`src/rtl/sensor_scheduler_rr_pkg.sv`:
```
// Shared types and constants for the round-robin sensor scheduler.
package sensor_sched_pkg;

    typedef enum logic {
        IDLE      = 1'b0,
        WAIT_DONE = 1'b1
    } sched_state_e;

    localparam logic [7:0] ERR_CNT_MAX = 8'd255;

    function automatic int ch_width(input int n);
        return (n < 2) ? 1 : $clog2(n);
    endfunction

endpackage

```
`src/rtl/sensor_scheduler_rr_if.sv`:
```
// Start/done handshake between the scheduler and the UART transmitter.
interface sensor_scheduler_rr_if
    import sensor_sched_pkg::*;
#(
    parameter int N_CH   = 8,
    parameter int DATA_W = 16
);
    localparam int CH_W = ch_width(N_CH);

    logic [DATA_W-1:0] tx_data;
    logic [CH_W-1:0]   tx_ch;
    logic              tx_en;
    logic              tx_done;

    modport master (output tx_data, output tx_ch, output tx_en, input tx_done);
    modport slave  (input tx_data, input tx_ch, input tx_en, output tx_done);

endinterface

```
`src/rtl/sensor_scheduler_rr_arbiter.sv`:
```
// Round-robin grant: lowest set request at or above ptr, wrapping to channel 0.
module sched_rr_arbiter
    import sensor_sched_pkg::*;
#(
    parameter  int N_CH = 8,
    localparam int CH_W = ch_width(N_CH)
) (
    input  logic [N_CH-1:0] req,
    input  logic [CH_W-1:0] ptr,
    output logic            any,
    output logic [CH_W-1:0] grant
);

    logic [2*N_CH-1:0] masked;

    // Upper copy of req is never masked, so it supplies the wrapped-around candidates.
    always_comb begin
        masked = '0;
        for (int i = 0; i < 2*N_CH; i++) begin
            masked[i] = req[i % N_CH] && (i >= int'(ptr));
        end
    end

    always_comb begin
        grant = '0;
        for (int i = 2*N_CH-1; i >= 0; i--) begin
            if (masked[i]) grant = CH_W'(i % N_CH);
        end
    end

    assign any = |req;

endmodule

```
`src/rtl/sensor_scheduler_rr.sv`:
```
// Polls N_CH sensor channels round-robin and forwards one word at a time to the
// UART transmitter, abandoning transfers the transmitter never finishes.
module sensor_scheduler_rr
    import sensor_sched_pkg::*;
#(
    parameter int N_CH        = 8,
    parameter int DATA_W      = 16,
    parameter int TIMEOUT_CYC = 100000
) (
    input  logic                     clk,
    input  logic                     rst,
    input  logic [N_CH-1:0]          sensor_ready,
    input  logic [N_CH*DATA_W-1:0]   sensor_bus,
    input  logic [N_CH-1:0]          ch_enable,
    sensor_scheduler_rr_if.master    tx_if,
    output logic [N_CH-1:0]          data_used,
    output logic                     busy,
    output logic                     timeout_err,
    output logic [7:0]               err_count
);

    localparam int              CH_W     = ch_width(N_CH);
    localparam int              TMR_W    = $clog2(TIMEOUT_CYC);
    localparam logic [TMR_W-1:0] TMR_LAST = TMR_W'(TIMEOUT_CYC - 1);
    localparam logic [CH_W-1:0]  CH_LAST  = CH_W'(N_CH - 1);

    sched_state_e      state_q, state_d;
    logic [CH_W-1:0]   ptr_q, ptr_d;
    logic [CH_W-1:0]   tx_ch_q, tx_ch_d;
    logic [CH_W-1:0]   grant;
    logic [TMR_W-1:0]  timer_q, timer_d;
    logic [DATA_W-1:0] tx_data_q, tx_data_d;
    logic [N_CH-1:0]   data_used_q, data_used_d;
    logic [N_CH-1:0]   req;
    logic              tx_en_q, tx_en_d;
    logic              busy_q, busy_d;
    logic              terr_q, terr_d;
    logic [7:0]        err_q, err_d;
    logic              any_req, done_ok, tmo_hit;

    assign req = sensor_ready & ch_enable;

    sched_rr_arbiter #(.N_CH(N_CH)) u_arb (
        .req   (req),
        .ptr   (ptr_q),
        .any   (any_req),
        .grant (grant)
    );

    // tx_en_q marks the first WAIT_DONE cycle, where tx_done cannot belong to this frame.
    assign done_ok = tx_if.tx_done && !tx_en_q;
    assign tmo_hit = (timer_q == TMR_LAST);

    always_ff @(posedge clk) begin
        if (rst) begin
            state_q     <= IDLE;
            ptr_q       <= '0;
            timer_q     <= '0;
            tx_data_q   <= '0;
            tx_ch_q     <= '0;
            tx_en_q     <= 1'b0;
            data_used_q <= '0;
            busy_q      <= 1'b0;
            terr_q      <= 1'b0;
            err_q       <= '0;
        end else begin
            state_q     <= state_d;
            ptr_q       <= ptr_d;
            timer_q     <= timer_d;
            tx_data_q   <= tx_data_d;
            tx_ch_q     <= tx_ch_d;
            tx_en_q     <= tx_en_d;
            data_used_q <= data_used_d;
            busy_q      <= busy_d;
            terr_q      <= terr_d;
            err_q       <= err_d;
        end
    end

    always_comb begin
        state_d = state_q;
        case (state_q)
            IDLE:      if (any_req) state_d = WAIT_DONE;
            WAIT_DONE: if (done_ok || tmo_hit) state_d = IDLE;
            default:   state_d = IDLE;
        endcase
    end

    always_comb begin
        ptr_d       = ptr_q;
        timer_d     = timer_q;
        tx_data_d   = tx_data_q;
        tx_ch_d     = tx_ch_q;
        tx_en_d     = 1'b0;
        data_used_d = '0;
        busy_d      = busy_q;
        terr_d      = 1'b0;
        err_d       = err_q;
        case (state_q)
            IDLE: begin
                if (any_req) begin
                    tx_data_d          = sensor_bus[int'(grant)*DATA_W +: DATA_W];
                    tx_ch_d            = grant;
                    tx_en_d            = 1'b1;
                    data_used_d[grant] = 1'b1;
                    busy_d             = 1'b1;
                    ptr_d              = (grant == CH_LAST) ? '0 : grant + CH_W'(1);
                    timer_d            = '0;
                end
            end
            WAIT_DONE: begin
                if (done_ok) begin
                    busy_d = 1'b0;
                end else if (tmo_hit) begin
                    terr_d = 1'b1;
                    busy_d = 1'b0;
                    if (err_q != ERR_CNT_MAX) err_d = err_q + 8'd1;
                end else begin
                    timer_d = timer_q + TMR_W'(1);
                end
            end
            default: ;
        endcase
    end

    assign tx_if.tx_data = tx_data_q;
    assign tx_if.tx_ch   = tx_ch_q;
    assign tx_if.tx_en   = tx_en_q;
    assign data_used     = data_used_q;
    assign busy          = busy_q;
    assign timeout_err   = terr_q;
    assign err_count     = err_q;

endmodule

```
`src/flat_wrapper.sv`:
```
// flat-port wrapper written by rule: the top's interface ports become plain ports
module sensor_scheduler_rr_flat import sensor_sched_pkg::*;
#(
    parameter int N_CH        = 8,
    parameter int DATA_W      = 16,
    parameter int TIMEOUT_CYC = 100000
)
  (clk, rst, sensor_ready, sensor_bus, ch_enable, data_used, busy, timeout_err, err_count, tx_if_tx_data, tx_if_tx_ch, tx_if_tx_en, tx_if_tx_done);
  sensor_scheduler_rr_if #(.N_CH(N_CH), .DATA_W(DATA_W)) tx_if_i ();
  input  logic clk;
  input  logic rst;
  input  logic [N_CH-1:0] sensor_ready;
  input  logic [N_CH*DATA_W-1:0] sensor_bus;
  input  logic [N_CH-1:0] ch_enable;
  output logic [N_CH-1:0] data_used;
  output logic busy;
  output logic timeout_err;
  output logic [7:0] err_count;
  output wire logic [$bits(tx_if_i.tx_data)-1:0] tx_if_tx_data;
  output wire logic [$bits(tx_if_i.tx_ch)-1:0] tx_if_tx_ch;
  output wire logic [$bits(tx_if_i.tx_en)-1:0] tx_if_tx_en;
  input wire logic [$bits(tx_if_i.tx_done)-1:0] tx_if_tx_done;
  assign tx_if_tx_data = tx_if_i.tx_data;
  assign tx_if_tx_ch = tx_if_i.tx_ch;
  assign tx_if_tx_en = tx_if_i.tx_en;
  assign tx_if_i.tx_done = tx_if_tx_done;
  sensor_scheduler_rr #(.N_CH(N_CH), .DATA_W(DATA_W), .TIMEOUT_CYC(TIMEOUT_CYC)) u_core (.clk(clk), .rst(rst), .sensor_ready(sensor_ready), .sensor_bus(sensor_bus), .ch_enable(ch_enable), .tx_if(tx_if_i), .data_used(data_used), .busy(busy), .timeout_err(timeout_err), .err_count(err_count));
endmodule
```
`config.mk`:
```
export PLATFORM = sky130hd
export DESIGN_NAME = sensor_scheduler_rr_flat
export DESIGN_NICKNAME = d
export VERILOG_FILES = /design/src/rtl/sensor_scheduler_rr_pkg.sv /design/src/rtl/sensor_scheduler_rr_if.sv /design/src/rtl/sensor_scheduler_rr_arbiter.sv /design/src/rtl/sensor_scheduler_rr.sv /design/src/flat_wrapper.sv
export SDC_FILE = /design/constraint.sdc
export NUM_CORES = 1
export LEC_CHECK = 0
export CAP_MARGIN = 25
export CORE_AREA = 5 5 103 105
export CTS_CLUSTER_DIAMETER = 120
export DETAILED_ROUTE_END_ITERATION = 6
export DIE_AREA = 0 0 108 110
export GPL_TIMING_DRIVEN = 0
export PLACE_DENSITY = 0.77
export SLEW_MARGIN = 40
export SYNTH_ARGS = -nofsm -noshare
export SYNTH_HDL_FRONTEND = slang
export SYNTH_HIERARCHICAL = 1
export SYNTH_SLANG_ARGS = --single-unit
```
`constraint.sdc`:
```
create_clock -name clk -period 3.62 [get_ports clk]
set_input_delay 0.543 -clock clk [delete_from_list [all_inputs] [get_ports clk]]
set_output_delay 0.543 -clock clk [all_outputs]
set_load 0.05 [all_outputs]
```
==> summary.txt, run 1 <==
Worst Hold Endpoint = u_core/tx_if.tx_ch[0]
syn avg cell area = 8.34 sq um
H-Tree Depth = 3
Mapped Nets = 609
FF-to-FF Start = u_core/ptr_q[1]
Congestion Overflow GR = 0
MaxCap Viol Count = 0
Distinct cells, synth = 58
Main synth FF type = dfxtp_1
Static Leak = 2.17 nW
clk buf depth = 2
Cells after Synth = 458
R2R setup slack = 0.58 ns
via count = 4,449
DRC errors left = 0
CTS tree = done
I/O pin cnt = 185
GP Congestion = 0.895
Core ar. = 0.00955 sq mm
crit path launch = sensor_ready[6]
final critical-path share of the clock period = 0.949
vias in the first global route = 4,444
Design Area, Final = 0.00602 sq mm
CP max stage delay = 0.56 ns
Period minus WS final = 3.43 ns
PwrDens = 433 mW/mm^2
Worst Tran Pin Value = 0.637 ns
FF+latch count, synth = 59
Final #Nets = 803
Switching Share = 0.403
CP Class = input port to register
Yosys warning count = 6
clk slew on worst S/H paths = 0.07 ns
Layout Area Growth over Synthesis = 57.5%
Post-CTS Repair Setup Buffers = 0
clk root buf = clkbuf_8
slowest CP cell = nor2b_1
Initial Util = 0.400
antenna violations before repair = 0
Die ar. = 0.0119 sq mm
internal power = 1.56 mW
Antenna diodes = 0
Startpoint Class = input port
row count = 36
combinational share of power = 0.503
post-synth top area share = 0.309
EDFF count, synth = 0
Final Hold Fails = 0
Post-DP Area = 0.00582 sq mm
largest net degree at the start of global routing = 11
maximum clock frequency = 291 MHz
die width = 108 um
Synth area leader = dfxtp_1
share of cells above drive strength 1 = 0.0944
CP most frequent cell = buf_2
Die Y = 110 um
crit-path max FO = 10
Detail Route Antenna Nets = 0
Critical R2R Capture = u_core/tx_if.tx_data[2]
Global Route Usage Sum = 0.243
Setup Skew = 0.00880 ns
NetSw = 1.05 mW
Port Buffers = 183
ys async rst share = 0
DR iter-0 viols = 325
DR pass1 iterations = 5
Netlist Area Pre-Place = 0.00382 sq mm
Hold Crit Class = register to register
Inst Count DP = 774
mean routed wirelength per cell = 18.4 um
RSZ-0062 raised after global routing = no
Max VDD drop = 0.000170 V
power share of the clock group = 0.206
Arrival @ worst endpoint = 3.66 ns
Pwr Total = 2.61 mW
sequence of cells on the critical path = clkdlybuf4s50_1 -> and2_1 -> nor3b_1 -> nor3_1 -> o31ai_1 -> a31o_1 -> buf_2 -> buf_2 -> nor2b_1 -> a22oi_1 -> nor2_1 -> a21oi_1 -> a311oi_1
Slew HR = 0.574
hold buffers post-CTS = 0
DP HPWL = 11,800 um
Seq/Total Area, Yosys = 0.309
status = finished, final reports clean
leading post-synthesis cells by cell area = dfxtp_1, mux4_2, nor2_1
setup violators final = 0
worst hold path depth = 2
DR vias/cell = 5.63
Reg2Reg Depth = 12
clk_lat worst skew = 0.34 ns
first-pass GRT wire length = 22,400 um
Routed WL = 14,600 um
Seq pwr share = 0.291
number of max-slew violations in the final report = 0
Worst EP required = 3.85 ns
Sinks on Clock Net = 59
hold path startpoint = u_core/tx_if.tx_ch[0]
Finished Layout Cells = 790
CTS buffer count = 9
Critical Path End Type = register
worst max-delay path by stage:
stage	endpoint	depth (start not counted)	slack (ns)
floorplan	u_core/tx_if.tx_data[5]	11	0.63
global placement	u_core/tx_if.tx_data[11]	12	-0.59
detailed placement	u_core/tx_if.tx_data[11]	12	-0.65
CTS	u_core/tx_if.tx_data[2]	13	0.02
global route	u_core/tx_if.tx_data[2]	13	0.02
finish	u_core/tx_if.tx_data[5]	13	0.19
cell type report:
type                       count  area [sq um]
buffer                        35           180
clock buffer                  11           151
clock inverter                 5          27.5
fill                         851          3530
inverter                       7          26.3
multi-input combinational    357          2450
sequential                    59          1180
tap                          133           166
timing repair buffer         183          1830
synthesized netlist by cell type (2+ instances only):
| cell | number |
|---|---|
| o21ai_0 | 13 |
| a21boi_0 | 2 |
| mux4_2 | 11 |
| and2_1 | 11 |
| a31oi_1 | 9 |
| or3_1 | 3 |
| clkbuf_1 | 21 |
| buf_2 | 7 |
| o31ai_1 | 3 |
| nand4_1 | 5 |
| inv_1 | 6 |
| a21oi_1 | 25 |
| nor2_1 | 51 |
| o211ai_1 | 8 |
| and4_1 | 4 |
| a22o_1 | 4 |
| xnor2_1 | 4 |
| nor3b_1 | 2 |
| nand2b_1 | 9 |
| nor4b_1 | 2 |
| mux2_2 | 8 |
| buf_6 | 3 |
| nor2b_1 | 10 |
| a21o_1 | 4 |
| mux2i_1 | 16 |
| a311oi_1 | 14 |
| a221o_1 | 4 |
| a2111oi_0 | 2 |
| or4_1 | 3 |
| nor3_1 | 14 |
| nand3b_1 | 2 |
| nor4_1 | 5 |
| a22oi_1 | 7 |
| dfxtp_1 | 59 |
| a221oi_1 | 6 |
| nand2_1 | 45 |
| buf_1 | 3 |
| nand3_1 | 20 |
| mux2_1 | 2 |
| and3_1 | 4 |
| nor4_2 | 2 |
| ha_1 | 4 |
| a211oi_1 | 6 |
through the flow:
step	hold WS, ns	TNS, ns	util	setup slack (ns)
floorplan	0.433	0	-	0.633
global placement	0.450	-6.10	0.609	-0.595
detailed placement	0.457	-7.53	0.609	-0.653
CTS	0.466	0	0.629	0.0187
global route	0.496	0	0.630	0.0201
finish	0.458	0	0.630	0.186
placed cells by master, fill, tap and decap left out, types with 12 or more instances in the layout:
cell / n
nor2_1: 51
dfxtp_1: 59
mux2i_1: 16
a21oi_1: 25
nand2_1: 45
nand3_1: 20
o21ai_0: 12
clkdlybuf4s50_1: 183
nor3_1: 14
a311oi_1: 14
clkbuf_1: 15
worst max-delay path: cells and delay by family:
| kind | cells | cell delay [ns] |
|---|---|---|
| AO/OA/AOI/OAI | 5 | 0.98 |
| buffers and inverters | 3 | 0.92 |
| AND/OR/NAND/NOR | 5 | 1.21 |
power groups by stage:
stage          Clock, mW  Sequential [mW]  Combinational [mW]
2_1_floorplan          0            0.953               0.621
3_3_place_gp           0            0.771                1.26
3_5_place_dp           0            0.773                1.28
4_1_cts            0.544            0.759                1.29
5_1_grt            0.578            0.767                1.39
6_report           0.538            0.759                1.31
cells by family after synthesis:
kind of cell | share of synthesized area
and+or+nand+nor | 0.270
AOI/OAI and AO/OA | 0.212
DFF | 0.309
buffers and inverters | 0.0504
muxes | 0.136
xor gates and xnor gates | 0.00917
adders and majority gates | 0.0131
repair_timing:
action,in CTS,in global routing
setup endpoints to repair,9,14
gates resized for setup,5,11
hold endpoints to repair,0,0
sequential cells by signal, indices dropped and copies added, names as in the netlist:
register              flops
u_core/ptr_q              3
u_core/data_used          8
u_core/state_q            1
u_core/busy               1
u_core/err_count          8
u_core/tx_if.tx_en        1
u_core/tx_if.tx_ch        3
u_core/timeout_err        1
u_core/tx_if.tx_data     16
u_core/timer_q           17
metal layers:
metal	global-route usage	vias to the layer above	wire length, um
li1	-	2125	-
met1	0.283	2078	5720
met2	0.428	221	7290
met3	0.0629	25	1230
met4	0.0929	0	329
met5	0	-	0
Note: power is estimated with default switching activity, not from simulation.
==> run 2, diff against run 1 <==
--- a/config.mk
+++ b/config.mk
@@ -10,7 +10,6 @@
 export CTS_CLUSTER_DIAMETER = 120
 export DETAILED_ROUTE_END_ITERATION = 6
 export DIE_AREA = 0 0 108 110
-export GPL_TIMING_DRIVEN = 0
 export PLACE_DENSITY = 0.77
 export SLEW_MARGIN = 40
 export SYNTH_ARGS = -nofsm -noshare
==> summary.txt, run 2 (synthesis gave the netlist of run 1 again) <==
sequence of cells on the critical path = clkdlybuf4s50_1 -> and2_1 -> nor3b_1 -> nor3_1 -> o31ai_1 -> a31o_2 -> buf_12 -> buf_4 -> nor2_1 -> a221oi_1 -> nor2_1 -> a2111oi_0 -> nor3_1
share of cells above drive strength 1 = 0.0913
DP HPWL = 10,700 um
CTS tree = done
I/O pin cnt = 185
Arrival @ worst endpoint = 3.50 ns
multi-input logic area = 0.00247 sq mm
clk slew on worst S/H paths = 0.06 ns
via count = 4,273
mean routed wirelength per cell = 17.4 um
hold buffers post-CTS = 0
Antenna diodes = 0
first-pass GRT wire length = 20,900 um
Core ar. = 0.00955 sq mm
Startpoint Class = input port
die width = 108 um
clk_lat worst skew = 0.34 ns
Global Route Usage Sum = 0.224
Port Buffers = 184
RSZ-0062 raised after global routing = no
Finished Layout Cells = 768
vias in the first global route = 4,136
CP max stage delay = 0.49 ns
antenna violations before repair = 0
R2R setup slack = 0.65 ns
Hold Crit Class = register to register
number of max-slew violations in the final report = 0
DR pass1 iterations = 4
cts repair resizes = 0
CP Class = input port to register
clk buf depth = 2
Layout Area Growth over Synthesis = 56.2%
Largest Register = u_core/timer_q
commonest cells after routing, fill and taps aside = clkdlybuf4s50_1, dfxtp_1, nor2_1
H-Tree Depth = 3
Detail Route Antenna Nets = 0
Slew HR = 0.593
Final #Nets = 782
TNS Setup = 0 ns
Die Y = 110 um
Design Area, Final = 0.00597 sq mm
PwrDens = 429 mW/mm^2
Sinks on Clock Net = 59
CP top delay family = compound AO/OA/AOI/OAI gates
setup violators final = 0
Die ar. = 0.0119 sq mm
GP Congestion = 0.911
DR iter-0 viols = 200
CTS buffer count = 9
DR vias/cell = 5.56
Critical Path End Type = register
maximum clock frequency = 302 MHz
Post-DP Area = 0.00581 sq mm
row count = 36
register area = 0.00118 sq mm
Congestion Overflow GR = 0
largest net degree at the start of global routing = 42
clk root buf = clkbuf_8
Routed WL = 13,400 um
Worst Tran Pin Value = 0.596 ns
final critical-path share of the clock period = 0.914
Initial Util = 0.400
Static Leak = 2.14 nW
Buf/Inv on CP = 3
Max VDD drop = 0.000189 V
slowest CP cell = a2111oi_0
max reg flops = 17
Inst Count DP = 753
Setup Skew = 0.00453 ns
MaxCap Viol Count = 0
worst hold slack = 0.462 ns
status = finished, final reports clean
most common cell after layout, fill and taps aside = clkdlybuf4s50_1
DRC errors left = 0
Post-CTS Repair Setup Buffers = 0
Worst EP required = 3.81 ns
Period minus WS final = 3.31 ns
crit-path max FO = 37
Fill cells = 834
Final Hold Fails = 0
## run 2: cell types whose count changed in the layout (fill, tap and decap cells not counted), sizes merged
cell      previous run  this run
clkbuf              34        12
clkinv               4         3
buf                 12        14
clkinvlp             1         0
## run 2: worst paths after layout
path,startpoint,end,depth (start not counted)
setup / recovery,sensor_ready[6],u_core/tx_if.tx_data[2],13
hold / removal,u_core/tx_if.tx_ch[0],u_core/tx_if.tx_ch[0],2
setup reg to reg,u_core/ptr_q[1],u_core/tx_if.tx_data[2],10
hold reg to reg,u_core/tx_if.tx_ch[0],u_core/tx_if.tx_ch[0],2
## run 2: report_power, final
| group | switching, mW | internal (mW) | total, mW |
|---|---|---|---|
| clock | 0.243 | 0.260 | 0.502 |
| sequential | 0.0564 | 0.715 | 0.772 |
| combinational | 0.701 | 0.583 | 1.28 |
## run 2: area by class of cell
| cell class | instances | share of cell area |
|---|---|---|
| clock inverter | 3 | 0.00252 |
| inverter | 7 | 0.00440 |
| tap | 133 | 0.0279 |
| clock buffer | 12 | 0.0243 |
| timing repair buffer | 197 | 0.328 |
| sequential | 59 | 0.198 |
| multi-input combinational | 357 | 0.415 |
## run 2: worst reg2reg max path: cells and delay by family (launching register included)
family          cells  cell delay [ns]
compound gates      5             1.62
flops               1             0.53
simple gates        4             0.50
buf+inv             1             0.18
## run 2: per-layer routing
layer | track usage | vias up | wire length, um
li1 | - | 2075 | -
met1 | 0.278 | 1976 | 5380
met2 | 0.379 | 196 | 6500
met3 | 0.0612 | 26 | 1170
met4 | 0.0739 | 0 | 306
met5 | 0 | - | 0
## run 2: per-stage QoR
stage / power (mW) / worst slack [ns] / util
finish: 2.56 / 0.311 / 0.625
global route: 2.71 / 0.185 / 0.625
CTS: 2.56 / 0.482 / 0.625
detailed placement: 2.06 / 0.143 / 0.608
global placement: 2.04 / 0.261 / 0.608
floorplan: 1.57 / 0.633 / -
